--- src/rtl/icache_pkg.sv ---
`default_nettype none
// ============================================================================
// Module      : icache_pkg
// Description : Shared widths, geometry defaults and FSM encodings for icache.
// Revision    : 1.0 - initial release
// ============================================================================
package icache_pkg;

    localparam int c_INDEX_W = 5;
    localparam int c_TAG_W   = 11;
    localparam int c_XLEN    = 32;
    localparam int c_BYTE_W  = 8;

    localparam int         c_ST_W      = 2;
    localparam logic [1:0] c_ST_IDLE   = 2'd0;
    localparam logic [1:0] c_ST_REFILL = 2'd1;
    localparam logic [1:0] c_ST_RESP   = 2'd2;

endpackage
`default_nettype wire

--- src/rtl/icache_array.sv ---
`default_nettype none
// ============================================================================
// Module      : icache_array
// Description : Direct-mapped data/tag storage, one async read port, one write
//               port, valid bits in flops with single-cycle bulk clear.
// Revision    : 1.0 - initial release
// ============================================================================
module icache_array
    import icache_pkg::*;
#(
    parameter int INDEX_W = c_INDEX_W,
    parameter int TAG_W   = c_TAG_W
) (
    input  logic               clk,
    input  logic               rst,
    input  logic [INDEX_W-1:0] rd_idx,
    output logic               rd_valid,
    output logic [TAG_W-1:0]   rd_tag,
    output logic [c_XLEN-1:0]  rd_data,
    input  logic               wr_en,
    input  logic [INDEX_W-1:0] wr_idx,
    input  logic [TAG_W-1:0]   wr_tag,
    input  logic [c_XLEN-1:0]  wr_data,
    input  logic               clear_all
);

    localparam int c_LINES = 1 << INDEX_W;

    logic [c_XLEN-1:0] r_data [c_LINES];
    logic [TAG_W-1:0]  r_tag  [c_LINES];
    logic [c_LINES-1:0] r_valid;

    // Bulk clear wins over a same-cycle install.
    always_ff @(posedge clk or negedge rst) begin
        if (!rst) begin
            r_valid <= '0;
        end else if (clear_all) begin
            r_valid <= '0;
        end else if (wr_en) begin
            r_valid[wr_idx] <= 1'b1;
        end
    end

    always_ff @(posedge clk) begin
        if (wr_en) begin
            r_data[wr_idx] <= wr_data;
            r_tag[wr_idx]  <= wr_tag;
        end
    end

    assign rd_valid = r_valid[rd_idx];
    assign rd_tag   = r_tag[rd_idx];
    assign rd_data  = r_data[rd_idx];

endmodule
`default_nettype wire

--- src/rtl/icache.sv ---
`default_nettype none
// ============================================================================
// Module      : icache
// Description : Direct-mapped instruction cache, one word per line, refilled
//               four bytes at a time over a granted byte bus.
// Revision    : 1.0 - initial release
// ============================================================================
module icache
    import icache_pkg::*;
#(
    parameter int INDEX_W = c_INDEX_W,
    parameter int TAG_W   = c_TAG_W
) (
    input  logic                clk,
    input  logic                rst,
    input  logic                req_i,
    input  logic [c_XLEN-1:0]   addr_i,
    input  logic                cancel_i,
    input  logic                flush_i,
    output logic [c_XLEN-1:0]   inst_o,
    output logic                valid_o,
    output logic                busy_o,
    output logic                mem_req_o,
    output logic [c_XLEN-1:0]   mem_addr_o,
    input  logic                mem_grant_i,
    input  logic [c_BYTE_W-1:0] mem_din
);

    localparam int c_WA_W  = INDEX_W + TAG_W;
    localparam int c_PAD_W = c_XLEN - c_WA_W - 2;

    logic [c_ST_W-1:0] r_state;
    logic [c_WA_W-1:0] r_waddr;
    logic [2:0]        r_issue_cnt;
    logic              r_pend;
    logic [1:0]        r_cap_idx;
    logic [23:0]       r_buf;
    logic              r_cancel;
    logic              r_flush;
    logic              r_valid;
    logic [c_XLEN-1:0] r_inst;

    logic [INDEX_W-1:0] w_idx_in;
    logic [TAG_W-1:0]   w_tag_in;
    logic               w_rd_valid;
    logic [TAG_W-1:0]   w_rd_tag;
    logic [c_XLEN-1:0]  w_rd_data;
    logic               w_accept;
    logic               w_hit;
    logic               w_issue;
    logic               w_last;
    logic               w_wr_en;
    logic [1:0]         w_k;
    logic [c_XLEN-1:0]  w_word;
    logic               w_unused;

    assign w_idx_in = addr_i[INDEX_W+1:2];
    assign w_tag_in = addr_i[c_WA_W+1:INDEX_W+2];
    assign w_unused = ^{addr_i[c_XLEN-1:c_WA_W+2], addr_i[1:0]};

    assign w_accept = (r_state == c_ST_IDLE) & req_i & ~cancel_i;
    assign w_hit    = w_accept & ~flush_i & w_rd_valid & (w_rd_tag == w_tag_in);
    // Counter value 4 means all bytes are on their way; no further issues.
    assign w_issue  = (r_state == c_ST_REFILL) & mem_grant_i & ~r_issue_cnt[2];
    assign w_last   = (r_state == c_ST_REFILL) & r_pend & (r_cap_idx == 2'd3);
    assign w_wr_en  = w_last & ~r_flush & ~flush_i;
    assign w_k      = r_issue_cnt[2] ? 2'd3 : r_issue_cnt[1:0];
    assign w_word   = {mem_din, r_buf};

    icache_array #(
        .INDEX_W (INDEX_W),
        .TAG_W   (TAG_W)
    ) u_array (
        .clk       (clk),
        .rst       (rst),
        .rd_idx    (w_idx_in),
        .rd_valid  (w_rd_valid),
        .rd_tag    (w_rd_tag),
        .rd_data   (w_rd_data),
        .wr_en     (w_wr_en),
        .wr_idx    (r_waddr[INDEX_W-1:0]),
        .wr_tag    (r_waddr[c_WA_W-1:INDEX_W]),
        .wr_data   (w_word),
        .clear_all (flush_i)
    );

    always_ff @(posedge clk or negedge rst) begin
        if (!rst) begin
            r_state     <= c_ST_IDLE;
            r_waddr     <= '0;
            r_issue_cnt <= '0;
            r_pend      <= 1'b0;
            r_cap_idx   <= '0;
            r_buf       <= '0;
            r_cancel    <= 1'b0;
            r_flush     <= 1'b0;
            r_valid     <= 1'b0;
            r_inst      <= '0;
        end else begin
            r_pend <= w_issue;
            if (w_issue) begin
                r_cap_idx   <= r_issue_cnt[1:0];
                r_issue_cnt <= r_issue_cnt + 3'd1;
            end
            if ((r_state == c_ST_REFILL) && r_pend) begin
                case (r_cap_idx)
                    2'd0:    r_buf[7:0]   <= mem_din;
                    2'd1:    r_buf[15:8]  <= mem_din;
                    2'd2:    r_buf[23:16] <= mem_din;
                    default: ;
                endcase
            end
            if (cancel_i) r_cancel <= 1'b1;
            if (flush_i)  r_flush  <= 1'b1;

            case (r_state)
                c_ST_IDLE: begin
                    r_valid <= w_hit;
                    if (w_hit) r_inst <= w_rd_data;
                    if (w_accept && !w_hit) begin
                        r_state     <= c_ST_REFILL;
                        r_waddr     <= addr_i[c_WA_W+1:2];
                        r_issue_cnt <= '0;
                        r_cancel    <= 1'b0;
                        r_flush     <= 1'b0;
                    end
                end
                c_ST_REFILL: begin
                    r_valid <= 1'b0;
                    if (w_last) begin
                        r_state <= c_ST_RESP;
                        r_valid <= ~(r_cancel | cancel_i);
                        r_inst  <= w_word;
                    end
                end
                c_ST_RESP: begin
                    r_valid <= 1'b0;
                    r_state <= c_ST_IDLE;
                end
                default: begin
                    r_valid <= 1'b0;
                    r_state <= c_ST_IDLE;
                end
            endcase
        end
    end

    assign inst_o     = r_inst;
    // A redirect arriving in the response cycle still kills the pulse.
    assign valid_o    = r_valid & ~((r_state == c_ST_RESP) & cancel_i);
    assign busy_o     = (r_state != c_ST_IDLE);
    assign mem_req_o  = (r_state == c_ST_REFILL);
    assign mem_addr_o = mem_req_o ? {{c_PAD_W{1'b0}}, r_waddr, w_k} : '0;

endmodule
`default_nettype wire

--- config.mk ---
export PLATFORM = sky130hd
export DESIGN_NAME = icache
export DESIGN_NICKNAME = d
export VERILOG_FILES = /design/src/rtl/icache_pkg.sv /design/src/rtl/icache_array.sv /design/src/rtl/icache.sv
export SDC_FILE = /design/constraint.sdc
export NUM_CORES = 1
export LEC_CHECK = 0
export ABC_AREA = 1
export BUFFER_PORTS_ARGS = -buffer_cell sky130_fd_sc_hd__buf_2
export CELL_PAD_IN_SITES_DETAIL_PLACEMENT = 1
export CELL_PAD_IN_SITES_GLOBAL_PLACEMENT = 1
export CORE_MARGIN = 1
export CORE_UTILIZATION = 40
export DETAILED_ROUTE_END_ITERATION = 10
export PLACE_DENSITY_LB_ADDON = 0.1
export SETUP_SLACK_MARGIN = 0.15
export SYNTH_ARGS = -nofsm -noshare
export SYNTH_HDL_FRONTEND = slang
export SYNTH_HIERARCHICAL = 1
export SYNTH_SLANG_ARGS = --single-unit
--- constraint.sdc ---
create_clock -name clk -period 12.3 [get_ports clk]
set_clock_uncertainty 0.1 [all_clocks]
set_input_delay 1.845 -clock clk [delete_from_list [all_inputs] [get_ports clk]]
set_output_delay 1.845 -clock clk [all_outputs]
set_load 0.02 [all_outputs]
=== Word-level counts from Yosys, hierarchy flattened ===
Memory sizes are Yosys's and may differ from the RTL's.
Cells that the tools add are included.
Widths: inputs -> output; s select.

* Memory bits (writable): 1376
* Memories: 2
* Output and inout port bits: 67
* Logic and storage cells: 91
* Bits of input ports: 46
* Register bits: 115

{| class="wikitable"
|+ Memory list
! memory !! depth !! width !! read ports !! clocked after memory_dff !! wr ports !! RTL line !! text
|-
| u_array.r_data || 32 || 32 || 1 || 0 || 1 || icache_array.sv:29 || <nowiki>logic [c_XLEN-1:0] r_data [c_LINES];</nowiki>
|-
| u_array.r_tag || 32 || 11 || 1 || 0 || 1 || icache_array.sv:30 || <nowiki>logic [TAG_W-1:0] r_tag [c_LINES];</nowiki>
|}

* Eq/ne operators: 9
* $lt $le $gt $ge: 3
* Muxes and demuxes: 27
* Bitwise logic cells: 21
* Add/subtract/negate cells: 1
* Reductions and logical operators: 15

{| class="wikitable"
|+ Operators with widths
! operator !! count
|-
| $mux 32 || 4
|-
| $pmux 32 s2 || 1
|-
| $or 32x32->32 || 1
|-
| $mux 18 || 1
|-
| $and 1x1->1 || 13
|-
| $lt 5x6->1 const B || 2
|-
| $eq 11x11->1 || 1
|-
| $mux 1 || 11
|-
| $reduce_and 2->1 || 5
|-
| $mux 3 || 3
|-
| $eq 2x2->1 const B || 3
|-
| $mux 2 || 3
|-
| $not 1->1 || 6
|-
| $reduce_bool 2->1 || 3
|-
| $bmux 1 s5 || 1
|-
| $demux 1 s5 || 1
|-
| $ge 5x1->1 const B || 1
|-
| $eq 2x1->1 const B || 2
|-
| $logic_not 2->1 || 2
|-
| $ne 2x1->1 const B || 2
|-
| $pmux 2 s2 || 1
|-
| $add 3x1->3 const B || 1
|-
| $logic_and 1x1->1 || 3
|-
| $reduce_and 3->1 || 1
|-
| 4 further kinds || 4
|}

=== Logic depth before layout (Yosys ltp) ===
* Depth after elaboration: 10
* Depth in mapped cells: 24
* Depth with buffers taken out: 19

=== By module ===
Netlist, hierarchy kept.

{| class="wikitable"
|+ By module, submodules not included
! module !! instances !! cells an instance !! seq. area each (um^2) !! area an instance (um^2)
|-
| icache_array || 1 || 4886 || 42120.4 || 56948.4
|-
| icache || 1 || 550 || 2077.0 || 4161.5
|}

=== Least setup slack after synthesis ===
OpenSTA, ideal clock, no wires.

* Path type: input -> register
* Start: input port flush_i
* End: memory u_array.r_data[15][0], enable pin
* Slack: 7.342 ns
* Arrival time: 4.413 ns
* Data required time: 11.755 ns
* Stages on the path: 5
* Cell sequence: nor3_1 inv_1 nor3_1 inv_1 nor2_1

* Cells in the longest elaborated chain, start to end: 4

{| class="wikitable"
|+ Ends and longest elaborated chain
! item !! RTL line !! text
|-
| start: declaration || icache.sv:19 || <nowiki>input logic flush_i,</nowiki>
|-
| $not 1->1 || icache.sv:66 || <nowiki>assign w_wr_en = w_last & ~r_flush & ~flush_i;</nowiki>
|-
| $and 1x1->1 || icache.sv:66 ||
|-
| $mux 1 || icache_array.sv:45 || <nowiki>if (wr_en) begin</nowiki>
|-
| $mux 1 (implied by the code) || icache_array.sv:46 || <nowiki>r_data[wr_idx] <= wr_data;</nowiki>
|-
| end: declaration || icache_array.sv:29 ||
|}

Every way passes these cells.

=== Worst setup path in the final report ===
* Start: input port addr_i[2]
* End: register r_inst[5], in the netlist inst_o[5]

{| class="wikitable"
|+ RTL lines
! item !! RTL line !! text
|-
| start: declaration || icache.sv:17 || <nowiki>input logic [c_XLEN-1:0] addr_i,</nowiki>
|-
| $mem_v2 32x11 || - ||
|-
| via w_rd_tag[0] || icache.sv:46 || <nowiki>logic [TAG_W-1:0] w_rd_tag;</nowiki>
|-
| $eq 11x11->1 || icache.sv:62 || <nowiki>assign w_hit = w_accept & ~flush_i & w_rd_valid & (w_rd_tag == w_tag_in);</nowiki>
|-
| $and 1x1->1 || icache.sv:62 ||
|-
| $ne 2x2->1 (no source line) || - ||
|-
| $reduce_and 3->1 (no source line) || - ||
|-
| end signal: assignment || icache.sv:119 || <nowiki>if (w_hit) r_inst <= w_rd_data;</nowiki>
|-
| end signal: assignment || icache.sv:133 || <nowiki>r_inst <= w_word;</nowiki>
|-
| end: declaration || icache.sv:41 || <nowiki>logic [c_XLEN-1:0] r_inst;</nowiki>
|}

The timed path passes the listed nets, and every way through them passes these cells. The select of a mux whose other input is x is not followed.
A chain may end at the register's enable or synchronous reset.

==> impl_metrics.toml <==
[critical_path]
reg2reg_slack_ns = 7.07
crit_fanout = 168
required_ns = 12.87
rr_worst_depth = 12
start_kind = "primary input"
timing.rr.end = "u_array/r_data[15][13]"
cp-end-kind = "register"
crit_type = "primary input to register"
arrival_ns = 7.25
reg2reg_from = "r_state[1]"

[cts]
cts-htree-levels = 4
clk_latency_ns = 0.79
cts-root-buf = "clkbuf_16"
clock-sinks = 1491
cts_resized = 0
hold_buffers = 0
cts_setup_buffers = 0
cts.reportedPaths.clkPinSlew_ns = 0.06
cts_buffers = 164
clockBufferDepth = 3
cts_tree = "yes"

[place]
dpl.hpwl_um = 97600
gp_congestion = 0.737
io_buffer_count = 82
placed_area_mm2 = 0.0632
post-place-cells = 7300

[cells_and_area]
drive_gt1_share_pct = 8.02
num-fill-cells = 16200
multiInputGateArea_mm2 = 0.0149
ff_latch_area_mm2 = 0.0442
layout.cells.non_filler = 7609
fin_area_mm2 = 0.0683
fin_nets = 5483
area_growth_pct = 11.8

[pwr]
power_leakage_nw = 25.6
ir_worst_vdd_v = 0.000115
power.density_mw_per_mm2 = 185

[logic_synthesis]
syn_area_per_cell_um2 = 11.2
yosys_warnings = 6
postSynthCellCount = 5436
synthTopCellsByArea = "edfxtp_1 (68%), nand2_1 (13%), nand3_1 (9.1%), dfrtp_1 (4.7%), buf_2 (1.4%)"
synth_top_area_share_pct = 67.6
synth.distinct_cells = 28
yosysSeqAreaShare_pct = 72.3
async_flop_share_pct = 7.71
synth.most_common_cell = "nand2_1"
yosysTopAreaCell = "edfxtp_1"
synth_commonest_cells = "nand2_1 (2194), edfxtp_1 (1376), nand3_1 (1107)"
synth_flop_cell = "edfxtp_1"
ys_ff_latch = 1491
synth_edf_count = 1376
netlist_area_mm2 = 0.0611

[timing]
fin_crit_sh_pct = 54.4
rsz0062_at_grt = "false"
timing.fmax_mhz = 150
hold_viol = 0
fin_crit_ns = 6.69
relSlewSlack_pct = 11.1
fin_tns_setup_ns = 0
worst_pin_slew_ns = 1.32
final_max_slew_viol_count = 0
setup_viol = 0

[floorplan]
rows = 143
io_pins = 113
die_w_um = 393
core_region_area_mm2 = 0.152
initial_core_util_pct = 40.3
die_area_mm2 = 0.154
die_y_um = 393

[worst_hold_path]
hp-class = "register to register"
hp-start = "u_array/r_valid[31]"
holdPathStages = 2
hold-path-endpoint = "u_array/r_valid[31]"

[routing]
ant_nets = 0
vias = 41600
drcViolationCount = 0
vias_per_cell = 5.47
postRouteWirelength_um = 199000
drt_iter0_drc = 3494
routedWlPerCell_um = 26.2
firstDrtPassIters = 5

[global_routing]
antenna_found_initial = 12
grt_max_degree = 193
grt_pass1_wl_um = 286000
grt_pass1_vias = 41700
grt_util_all_layers_pct = 25.8
grt.overflow.total = 0

[job]
max-cap-violations = 0

[outcome]
outcome = "completed"
## layer usage
layer	GRT usage, %	wire length (um)
met1	36.5	90800
met2	41.6	92900
met3	3.40	10100
met4	7.56	5290
met5	0	0
## power breakdown
| group | leakage, nW | internal (W) | switching (W) | total (W) |
|---|---|---|---|---|
| combinational | 9.31 | 0.000304 | 0.000848 | 0.00115 |
| clock | 2.51 | 0.00267 | 0.00202 | 0.00469 |
| sequential | 13.8 | 0.00623 | 0.000592 | 0.00683 |
| total | 25.6 | 0.00921 | 0.00346 | 0.0127 |
## cell type report
cell class	count	area share, %
clock buffer	229	6.71
antenna	2	0.00732
clock inverter	78	0.740
timing repair buffer	165	1.65
tap	2030	3.72
sequential	1491	64.7
multi-input combinational	3514	21.9
inverter	100	0.628
## flip-flops by register name (all words and copies together), names as in the netlist
name	count
u_array/r_tag	352
r_state	2
inst_o	32
u_array/r_valid	32
r_buf	24
r_flush	1
r_waddr	16
r_valid	1
r_cap_idx	2
u_array/r_data	1024
r_cancel	1
r_issue_cnt	3
r_pend	1
## worst max path at each step
| stage | startpoint | endpoint | depth (start not counted) |
|---|---|---|---|
| 2_1_floorplan | flush_i | u_array/r_data[15][0] | 5 |
| 3_3_place_gp | addr_i[2] | inst_o[18] | 21 |
| 3_5_place_dp | addr_i[2] | inst_o[5] | 21 |
| 4_1_cts | addr_i[3] | inst_o[5] | 21 |
| 5_1_grt | addr_i[2] | inst_o[31] | 19 |
| 6_report | addr_i[2] | inst_o[5] | 21 |
## through the flow
step	util, %	power (W)	hold WS [ns]	setup slack [ns]
finish	45.0	0.0127	0.396	5.61
global route	45.0	0.0131	0.418	5.26
CTS	45.0	0.0128	0.399	5.64
detailed placement	41.7	0.00810	0.386	4.76
global placement	41.7	0.00806	0.378	4.82
floorplan	-	0.00737	0.367	7.34
## cell families (layout without fill, tap and decap cells)
kind of cell               after synthesis  after routing  share of synthesized area, %
DFF                                   1491           1491                          72.3
xor gates and xnor gates                 3              3                        0.0430
buffers and inverters                  444            572                          3.60
adders and majority gates                1              1                        0.0205
and+or+nand+nor                       3436           3436                          23.5
other                                    1             16                       0.00614
AOI/OAI and AO/OA                       60             60                         0.504
## cell usage in the layout, fill, tap and decap left out, types with 9 or more instances in the layout
| cell type | Yosys | routed |
|---|---|---|
| edfxtp_1 | 1376 | 1376 |
| dfrtp_1 | 115 | 115 |
| clkinv_2 | 0 | 37 |
| clkinv_1 | 2 | 29 |
| buf_4 | 77 | 80 |
| clkbuf_16 | 0 | 171 |
| nor2_4 | 1 | 23 |
| inv_4 | 0 | 10 |
| nand3_1 | 1107 | 1107 |
| clkbuf_1 | 53 | 49 |
| buf_2 | 173 | 76 |
| nand2_1 | 2194 | 2192 |
| o21ai_0 | 51 | 51 |
| nor3_1 | 13 | 13 |
| clkbuf_8 | 0 | 9 |
| nor2_1 | 112 | 90 |
| conb_1 | 1 | 14 |
| inv_1 | 90 | 80 |
## critical path, cell delays in order
cell and delay [ns]:
buf_8 0.49, buf_12 0.65, buf_4 0.80, nand2_1 0.11, nand3_1 0.13, nand3_1 0.10, nand2_1 0.15, nand2_1 0.08
nand2_1 0.08, nand2_1 0.04, nand2_1 0.08, inv_1 0.14, nor2_1 0.12, nor2_1 0.06, nand2_1 0.06, nor2_1 0.06
nand2_4 0.28, buf_4 0.58, nand2_2 0.81, nand2_1 0.29, nand2_1 0.08
Power figures use the tool's default switching activity.
